### config.mk
export PLATFORM = sky130hd
export DESIGN_NAME = ascon_block_packer
export DESIGN_NICKNAME = d
export VERILOG_FILES = /design/src/rtl/ascon_block_packer.sv
export SDC_FILE = /design/constraint.sdc
export NUM_CORES = 1
export LEC_CHECK = 0
export ABC_AREA = 1
export ABC_CLOCK_PERIOD_IN_PS = 4200
export BUFFER_PORTS_ARGS = -buffer_cell sky130_fd_sc_hd__buf_2
export CORE_ASPECT_RATIO = 1.75
export CORE_MARGIN = 1.5
export CORE_UTILIZATION = 57
export CTS_CLUSTER_SIZE = 24
export DETAILED_ROUTE_END_ITERATION = 10
export PLACE_DENSITY_LB_ADDON = 0.3
export SKIP_CTS_REPAIR_TIMING = 1
export SLEW_MARGIN = 20
export SYNTH_ARGS = -nofsm -noshare
export SYNTH_HDL_FRONTEND = slang
export SYNTH_SLANG_ARGS = --single-unit
export TNS_END_PERCENT = 10
### constraint.sdc
create_clock -name clock_i -period 4.2 [get_ports clock_i]
set_clock_uncertainty 0.05 [all_clocks]
set_input_delay 0 -clock clock_i [delete_from_list [all_inputs] [get_ports clock_i]]
set_output_delay 0 -clock clock_i [all_outputs]
set_load 0.005 [all_outputs]
### src/rtl/ascon_block_packer.sv
// Packs a big-endian byte stream into 64-bit ASCON rate blocks with 10* padding.
// Optional ASCON_PACKER_STATS_EN adds block_count_o, a saturating handshake counter.
module ascon_block_packer (
    input  logic        clock_i,
    input  logic        reset_i,
    input  logic [7:0]  byte_i,
    input  logic        byte_valid_i,
    input  logic        byte_last_i,
    output logic        byte_ready_o,
    input  logic        flush_i,
    output logic [63:0] block_o,
    output logic        block_valid_o,
    output logic        block_last_o,
`ifdef ASCON_PACKER_STATS_EN
    output logic [15:0] block_count_o,
`endif
    input  logic        block_ready_i
);

    // state | meaning
    // FILL  | accepting bytes into the block register
    // HOLD  | full or padded block presented, waiting for consumer
    // PAD   | standalone 0x80.. block after a message that ended on a block boundary
    typedef enum logic [1:0] {FILL, HOLD, PAD} state_t;

    localparam logic [63:0] PAD_BLOCK = 64'h8000_0000_0000_0000;

    state_t      state_q, state_d;
    logic [2:0]  idx_q, idx_d;
    logic [63:0] block_q, block_d;
    logic        last_q, last_d;
    logic        pad_q, pad_d;
    logic [2:0]  idx_inc;
    logic [63:0] lane_byte, lane_pad_cur, lane_pad_next;
    logic        msg_end;

    // The block register is zero on every entry to FILL, so lanes can be OR-ed in.
    assign idx_inc       = idx_q + 3'd1;
    assign lane_byte     = {byte_i, 56'd0} >> {idx_q, 3'b000};
    assign lane_pad_cur  = PAD_BLOCK >> {idx_q, 3'b000};
    assign lane_pad_next = PAD_BLOCK >> {idx_inc, 3'b000};
    assign msg_end       = byte_last_i | flush_i;

    always_comb begin
        state_d = state_q;
        idx_d   = idx_q;
        block_d = block_q;
        last_d  = last_q;
        pad_d   = pad_q;
        case (state_q)
            FILL: begin
                if (byte_valid_i) begin
                    block_d = block_q | lane_byte;
                    if (idx_q == 3'd7) begin
                        state_d = HOLD;
                        idx_d   = 3'd0;
                        last_d  = 1'b0;
                        pad_d   = msg_end;
                    end else if (msg_end) begin
                        block_d = block_q | lane_byte | lane_pad_next;
                        state_d = HOLD;
                        idx_d   = 3'd0;
                        last_d  = 1'b1;
                    end else begin
                        idx_d = idx_inc;
                    end
                end else if (flush_i) begin
                    block_d = block_q | lane_pad_cur;
                    state_d = HOLD;
                    idx_d   = 3'd0;
                    last_d  = 1'b1;
                end
            end
            HOLD: begin
                if (block_ready_i) begin
                    if (pad_q) begin
                        state_d = PAD;
                        block_d = PAD_BLOCK;
                        last_d  = 1'b1;
                    end else begin
                        state_d = FILL;
                        idx_d   = 3'd0;
                        block_d = 64'd0;
                        last_d  = 1'b0;
                    end
                end
            end
            PAD: begin
                if (block_ready_i) begin
                    state_d = FILL;
                    idx_d   = 3'd0;
                    block_d = 64'd0;
                    last_d  = 1'b0;
                    pad_d   = 1'b0;
                end
            end
            default: begin
                state_d = FILL;
                idx_d   = 3'd0;
                block_d = 64'd0;
                last_d  = 1'b0;
                pad_d   = 1'b0;
            end
        endcase
    end

    always_ff @(posedge clock_i or negedge reset_i) begin
        if (!reset_i) begin
            state_q <= FILL;
            idx_q   <= 3'd0;
            block_q <= 64'd0;
            last_q  <= 1'b0;
            pad_q   <= 1'b0;
        end else begin
            state_q <= state_d;
            idx_q   <= idx_d;
            block_q <= block_d;
            last_q  <= last_d;
            pad_q   <= pad_d;
        end
    end

    assign byte_ready_o  = (state_q == FILL);
    assign block_valid_o = (state_q != FILL);
    assign block_o       = block_q;
    assign block_last_o  = last_q;

`ifdef ASCON_PACKER_STATS_EN
    logic [15:0] count_q;

    always_ff @(posedge clock_i or negedge reset_i) begin
        if (!reset_i) begin
            count_q <= 16'd0;
        end else if (block_valid_o && block_ready_i && count_q != 16'hFFFF) begin
            count_q <= count_q + 16'd1;
        end
    end

    assign block_count_o = count_q;
`endif

endmodule

==> flow_summary.toml, run 1 <==
[die]
io-pin-count = 81
die_width_um = 59.88
core-area_um2 = 5495
dieArea_um2 = 6139
initial_standard_cell_utilization_of_the_core_pct = 58.72
core.rowCount = 36
die-height_um = 102.5

[timing]
period_share_pct = 60.43
slew_violations = 0
rsz0062_at_grt = "false"
finalHoldViolCount = 1
relSlewSlack_pct = 37.44
post-route-min-period_ps = 2538
max_frequency_ghz = 0.3940
tns_ps = 0
holdWs_ps = -0.1973
layout_setup_ws_ps = 1662
max_slew.worst_pin.slew_ps = 938.5
timing.final.setup_violations = 0

[cells_and_area]
fin_util_pct = 70.26
drive_above_1_share_pct = 24.26
layout_commonest_cell = "sky130_fd_sc_hd__buf_2"
fillers = 466
finish.cell_count_without_fillers = 517
areaGrowthSynthToFinish_pct = 19.66
finalInstanceArea_um2 = 3861
multiInputGateArea_um2 = 1206
diodes = 0
seq_area_um2 = 1777
layout_common_cells = "sky130_fd_sc_hd__buf_2, sky130_fd_sc_hd__dfrtp_1, sky130_fd_sc_hd__nor2_1, sky130_fd_sc_hd__a21oi_1, sky130_fd_sc_hd__a31oi_1"
design.final.nets = 458

[global_routing]
grt_first_pass_wirelength_mm = 13.01
grt_max_degree = 44
grtUsageTotal_pct = 28.80
grt_overflow_total = 0
grt_antenna_before_repair = 0
first_global_vias = 2736

[synthesis]
synth.top_cells.by_area = "sky130_fd_sc_hd__dfrtp_1, sky130_fd_sc_hd__nor2_1, sky130_fd_sc_hd__a31oi_1"
yosysSeqAreaShare_pct = 55.06
synthesis.instances = 362
synthesis.area_um2 = 3227
synth_seq_cells = 71
yosysWarningCount = 0
synth_top_cell_by_area = "sky130_fd_sc_hd__dfrtp_1"
synthDistinctLibCells = 24
synth_top_area_share_pct = 55.06
syn-mean-instance-area_um2 = 8.914
synth_nets = 384

[setup_path]
critical_path.cell_chain = "inv_1 -> nor2_1 -> nand2_1 -> nand2_1 -> nor2_4 -> inv_4 -> nor2_4 -> buf_4 -> nor2_1"
arrival_ps = 2710
setup.worst_path.class = "flop to flop"
cpMaxStageDelayCell = "sky130_fd_sc_hd__nor2_4"
r2r_start = "state_q[0]$_DFFE_PN0P_"
cp_max_fo = 39
cp-end-kind = "flop"
crit-reg2reg-capture = "block_o[32]$_DFFE_PN0P_"
cpPeakStageDelay_ps = 680
setup.worst_path.start = "state_q[0]$_DFFE_PN0P_"
required_time_of_the_worst_setup_path_ps = 4370
timing.reg2reg.worst_path_depth = 9
setup.reg_to_reg.worst_slack_ps = 1660
worstSetupStartpointType = "flop"

[power]
post-layout-total-power_mw = 2.068
worst_ir_drop_vdd_mv = 0.3370
power.share.combinational_pct = 31.3
clock_power_share_pct = 28.5
power.switching_mw = 0.7801
internal_power_mw = 1.288
p_per_area_nw_per_um2 = 535.5
sequentialPowerShare_pct = 40.2
net_switching_fraction_of_the_power_pct = 37.73
leakage_component_of_the_power_nw = 2.099

[clocking]
cts.sink_count = 71
path_clk_slew_ps = 70
clock_latency_ps = 350
cts_root_buf = "sky130_fd_sc_hd__clkbuf_8"
cts-root-to-sink-buffers = 2
htreeDepth = 3
cts_buffers = 9
tritoncts = "done"

[placed_design]
place.detailed.instances = 499
dpl_worst_slack_ps = 1695
detailed_place.area_um2 = 3627
detailedPlacementHpwl_mm = 5.759
io_buffers = 80
finalWeightedCongestion = 0.9263

[route]
drt-wirelength-per-cell_um = 16.08
drt_first_pass_iters = 5
dr_total_vias = 2935
final_wirelength_mm = 8.313
route.detailed.drc = 0
ant_nets = 0
drt-initial-drc-count = 246
routed_via_density = 5.677

[run]
max-cap-violations = 0

[worst_hold_path]
number_of_cells_on_the_worst_hold_path = 3
hold-path-endpoint = "pad_q$_DFFE_PN0P_"
worst_hold_startpoint = "byte_last_i"
holdCritPathClass = "input port to flop"

[outcome]
result_of_the_run = "complete, but fails checks"
violations_in_the_final_reports = "hold timing"
[state kept, by name, summed over array words and instances, names as in the netlist]
register      cells
block_last_o      1
block_o          64
pad_q             1
state_q           2
idx_q             3
[cell type report]
cell class / count / share of cell area (%)
Clock buffer: 11 / 3.402
Clock inverter: 5 / 2.139
Inverter: 33 / 3.273
Tap cell: 76 / 2.463
Sequential cell: 71 / 46.01
Timing Repair Buffer: 85 / 11.47
Multi-Input combinational cell: 236 / 31.24
[power groups by stage]
stage               clock, mW  sequential (mW)  combinational, mW
floorplan                   0            0.828              0.479
global placement            0            0.842              0.633
detailed placement          0            0.844              0.644
CTS                     0.596            0.832              0.646
global route            0.622            0.841              0.724
finish                  0.589            0.832              0.647
[Yosys cell counts]
library cell and number:
sky130_fd_sc_hd__nand3_1 10, sky130_fd_sc_hd__o31ai_1 1, sky130_fd_sc_hd__buf_4 6, sky130_fd_sc_hd__clkbuf_1 5, sky130_fd_sc_hd__buf_2 10, sky130_fd_sc_hd__a21oi_1 36, sky130_fd_sc_hd__inv_1 27, sky130_fd_sc_hd__a31oi_1 30
sky130_fd_sc_hd__nor2_2 1, sky130_fd_sc_hd__nor2_4 3, sky130_fd_sc_hd__o22ai_1 3, sky130_fd_sc_hd__nor2_1 70, sky130_fd_sc_hd__ha_1 8, sky130_fd_sc_hd__nor3_1 28, sky130_fd_sc_hd__o21ai_0 17, sky130_fd_sc_hd__nor2_8 1
sky130_fd_sc_hd__inv_2 4, sky130_fd_sc_hd__buf_1 1, sky130_fd_sc_hd__inv_4 1, sky130_fd_sc_hd__dfrtp_1 71, sky130_fd_sc_hd__nand3b_1 1, sky130_fd_sc_hd__nand2_1 25, sky130_fd_sc_hd__nand4_1 2, sky130_fd_sc_hd__clkinv_1 1
[critical path: cells and delay by family, from the launching register on]
kind,cells,cell delay [ps]
buffers and inverters,3,570
AND/OR/NAND/NOR,6,1360
flip-flops,1,410
[cell families (layout without fill, tap and decap cells)]
group           after synthesis  after routing  share of synthesized area [%]
simple gates                141            141                          19.43
compound gates               87             87                          14.85
flops                        71             71                          55.06
buf+inv                      55            134                          7.561
fa+ha+maj                     8              8                          3.102
[per-layer routing]
| metal | up-vias | wire [um] | track usage, % |
|---|---|---|---|
| met5 | - | 0 | 0 |
| met4 | 0 | 376 | 18.63 |
| met3 | 28 | 445 | 5.395 |
| met2 | 135 | 4367 | 45.23 |
| met1 | 1405 | 3123 | 35.70 |
| li1 | 1367 | - | - |
[worst max path at each step]
stage | to | slack (ps) | depth (start not counted)
after global routing | block_o[32]$_DFFE_PN0P_ | 1460 | 9
after global placement | block_o[41]$_DFFE_PN0P_ | 1750 | 9
after detailed placement | block_o[32]$_DFFE_PN0P_ | 1700 | 9
after floorplan | block_o[63]$_DFFE_PN0P_ | 2450 | 10
after CTS | block_o[32]$_DFFE_PN0P_ | 1680 | 9
final | block_o[32]$_DFFE_PN0P_ | 1660 | 9
Note: power is estimated with default switching activity, not from simulation.
==> inputs of run 2 (changes only) <==
Settings changed: ABC_CLOCK_PERIOD_IN_PS 4200 to 2100, CORE_UTILIZATION 57 to 48.
Clock period 4.2 ns to 2.1 ns, I/O delays scaled along.
==> run 2 against run 1 <==
Sequential share of layout area down 2.2 points. Hold slack better by 74 ps. Critical path type unchanged. The run now ends clean. First-iteration DRC count down 5.3%. Critical endpoint is now block_o[23]$_DFFE_PN0P_. Power up 130%. Sequential cell count unchanged. Maximum frequency up 47%. Largest cell class unchanged. Utilization down 8.2 points. Count of clock-buffer cells in the layout unchanged. Via count down 1.8%. Routed wire length up 4.4%.
==> flow_summary.toml, run 2 (synthesized netlist as in run 1, its figures left out) <==
[outcome]
result_of_the_run = "completed"

[cells_and_area]
layout_common_cells = "sky130_fd_sc_hd__buf_2, sky130_fd_sc_hd__dfrtp_1, sky130_fd_sc_hd__nor2_1, sky130_fd_sc_hd__a21oi_1, sky130_fd_sc_hd__a31oi_1"
fin_util_pct = 62.04
design.final.nets = 465
diodes = 0
finalInstanceArea_um2 = 4056
areaGrowthSynthToFinish_pct = 25.71
layout_commonest_cell = "sky130_fd_sc_hd__buf_2"
finish.cell_count_without_fillers = 530
largest_reg_flops = 64
drive_above_1_share_pct = 25.67

[worst_hold_path]
holdCritPathClass = "input port to flop"

[die]
initial_standard_cell_utilization_of_the_core_pct = 49.35
core.rowCount = 39
core-area_um2 = 6539
io-pin-count = 81
die_width_um = 64.98
die-height_um = 111.5
dieArea_um2 = 7243

[power]
worst_ir_drop_vdd_mv = 0.7106
leakage_component_of_the_power_nw = 2.191
p_per_area_nw_per_um2 = 1163
post-layout-total-power_mw = 4.718

[timing]
period_share_pct = 82.06
post-route-min-period_ps = 1723
timing.final.setup_violations = 0
max_slew.worst_pin.slew_ps = 512.3
rsz0062_at_grt = "false"
slew_violations = 0
relSlewSlack_pct = 65.80
tns_ps = 0
max_frequency_ghz = 0.5803
finalHoldViolCount = 0

[clocking]
path_clk_slew_ps = 60
cts.sink_count = 71
cts_buffers = 9
clock_latency_ps = 330
tritoncts = "done"
cts-root-to-sink-buffers = 2
htreeDepth = 3
cts_root_buf = "sky130_fd_sc_hd__clkbuf_16"

[placed_design]
io_buffers = 80
detailedPlacementHpwl_mm = 6.075
finalWeightedCongestion = 0.8902
detailed_place.area_um2 = 3712
place.detailed.instances = 512

[run]
max-cap-violations = 0

[route]
dr_total_vias = 2881
met3_length_um = 345
met2_length_mm = 4.705
highest-signal-layer = "met4"
routed_via_density = 5.436
drt-met1-wl_mm = 3.346
ant_nets = 0
drt-initial-drc-count = 233
route.detailed.drc = 0
drt-wirelength-per-cell_um = 16.37
drt_first_pass_iters = 5
final_wirelength_mm = 8.677

[setup_path]
worstSetupStartpointType = "flop"
cp_max_fo = 11
required_time_of_the_worst_setup_path_ps = 2310
arrival_ps = 1930
setup.worst_path.class = "flop to flop"
cp-end-kind = "flop"

[global_routing]
grt_antenna_before_repair = 0
grt_max_degree = 72
grtUsageTotal_pct = 25.62
grt_overflow_total = 0
grt_first_pass_wirelength_mm = 14.12
first_global_vias = 2890
## run 2: through the flow
step	setup slack, ps	hold WS, ps
finish	376.8	74.23
global route	121.0	110.4
CTS	382.1	-349.6
detailed placement	379.2	7.674
global placement	411.0	4.489
floorplan	349.4	-345.6
## run 2: final timing paths
check / startpoint / end / slack (ps) / depth (start not counted)
max: idx_q[2]$_DFFE_PN0P_ / block_o[23]$_DFFE_PN0P_ / 380 / 7
min: byte_last_i / pad_q$_DFFE_PN0P_ / 70 / 3
max reg2reg: idx_q[2]$_DFFE_PN0P_ / block_o[23]$_DFFE_PN0P_ / 380 / 7
min reg2reg: block_o[57]$_DFFE_PN0P_ / block_o[57]$_DFFE_PN0P_ / 440 / 2
max in group asynchronous: reset_i / block_o[8]$_DFFE_PN0P_ / 1520 / 3
min in group asynchronous: reset_i / state_q[0]$_DFFE_PN0P_ / 160 / 3
## run 2: routing by layer
layer	up-vias	global-route usage, %
li1	1380	-
met3	20	5.051
met2	100	44.12
met1	1381	29.84
met5	-	0
met4	0	12.48
## run 2: final cells by class
class | instances | area, um2
fillers | 596 | 2482
multi-input cells | 236 | 1206
repair buffers | 92 | 520.5
clock inverters | 5 | 81.33
well taps | 82 | 102.6
flip-flops and latches | 71 | 1777
clock buffers | 11 | 242.7
inverters | 33 | 126.4
## run 2: worst max-delay path, stage by stage (launching register included)
cell and delay, ps:
sky130_fd_sc_hd__dfrtp_1 540, sky130_fd_sc_hd__clkinv_1 150, sky130_fd_sc_hd__ha_1 360, sky130_fd_sc_hd__inv_1 90
sky130_fd_sc_hd__nand2_1 80, sky130_fd_sc_hd__o21ai_0 160, sky130_fd_sc_hd__nand3_1 90, sky130_fd_sc_hd__a21oi_1 120
## run 2: power by group
group	total, mW	switching, mW	internal [mW]
combinational	1.44	0.982	0.458
clock	1.64	0.569	1.07
sequential	1.64	0.107	1.53
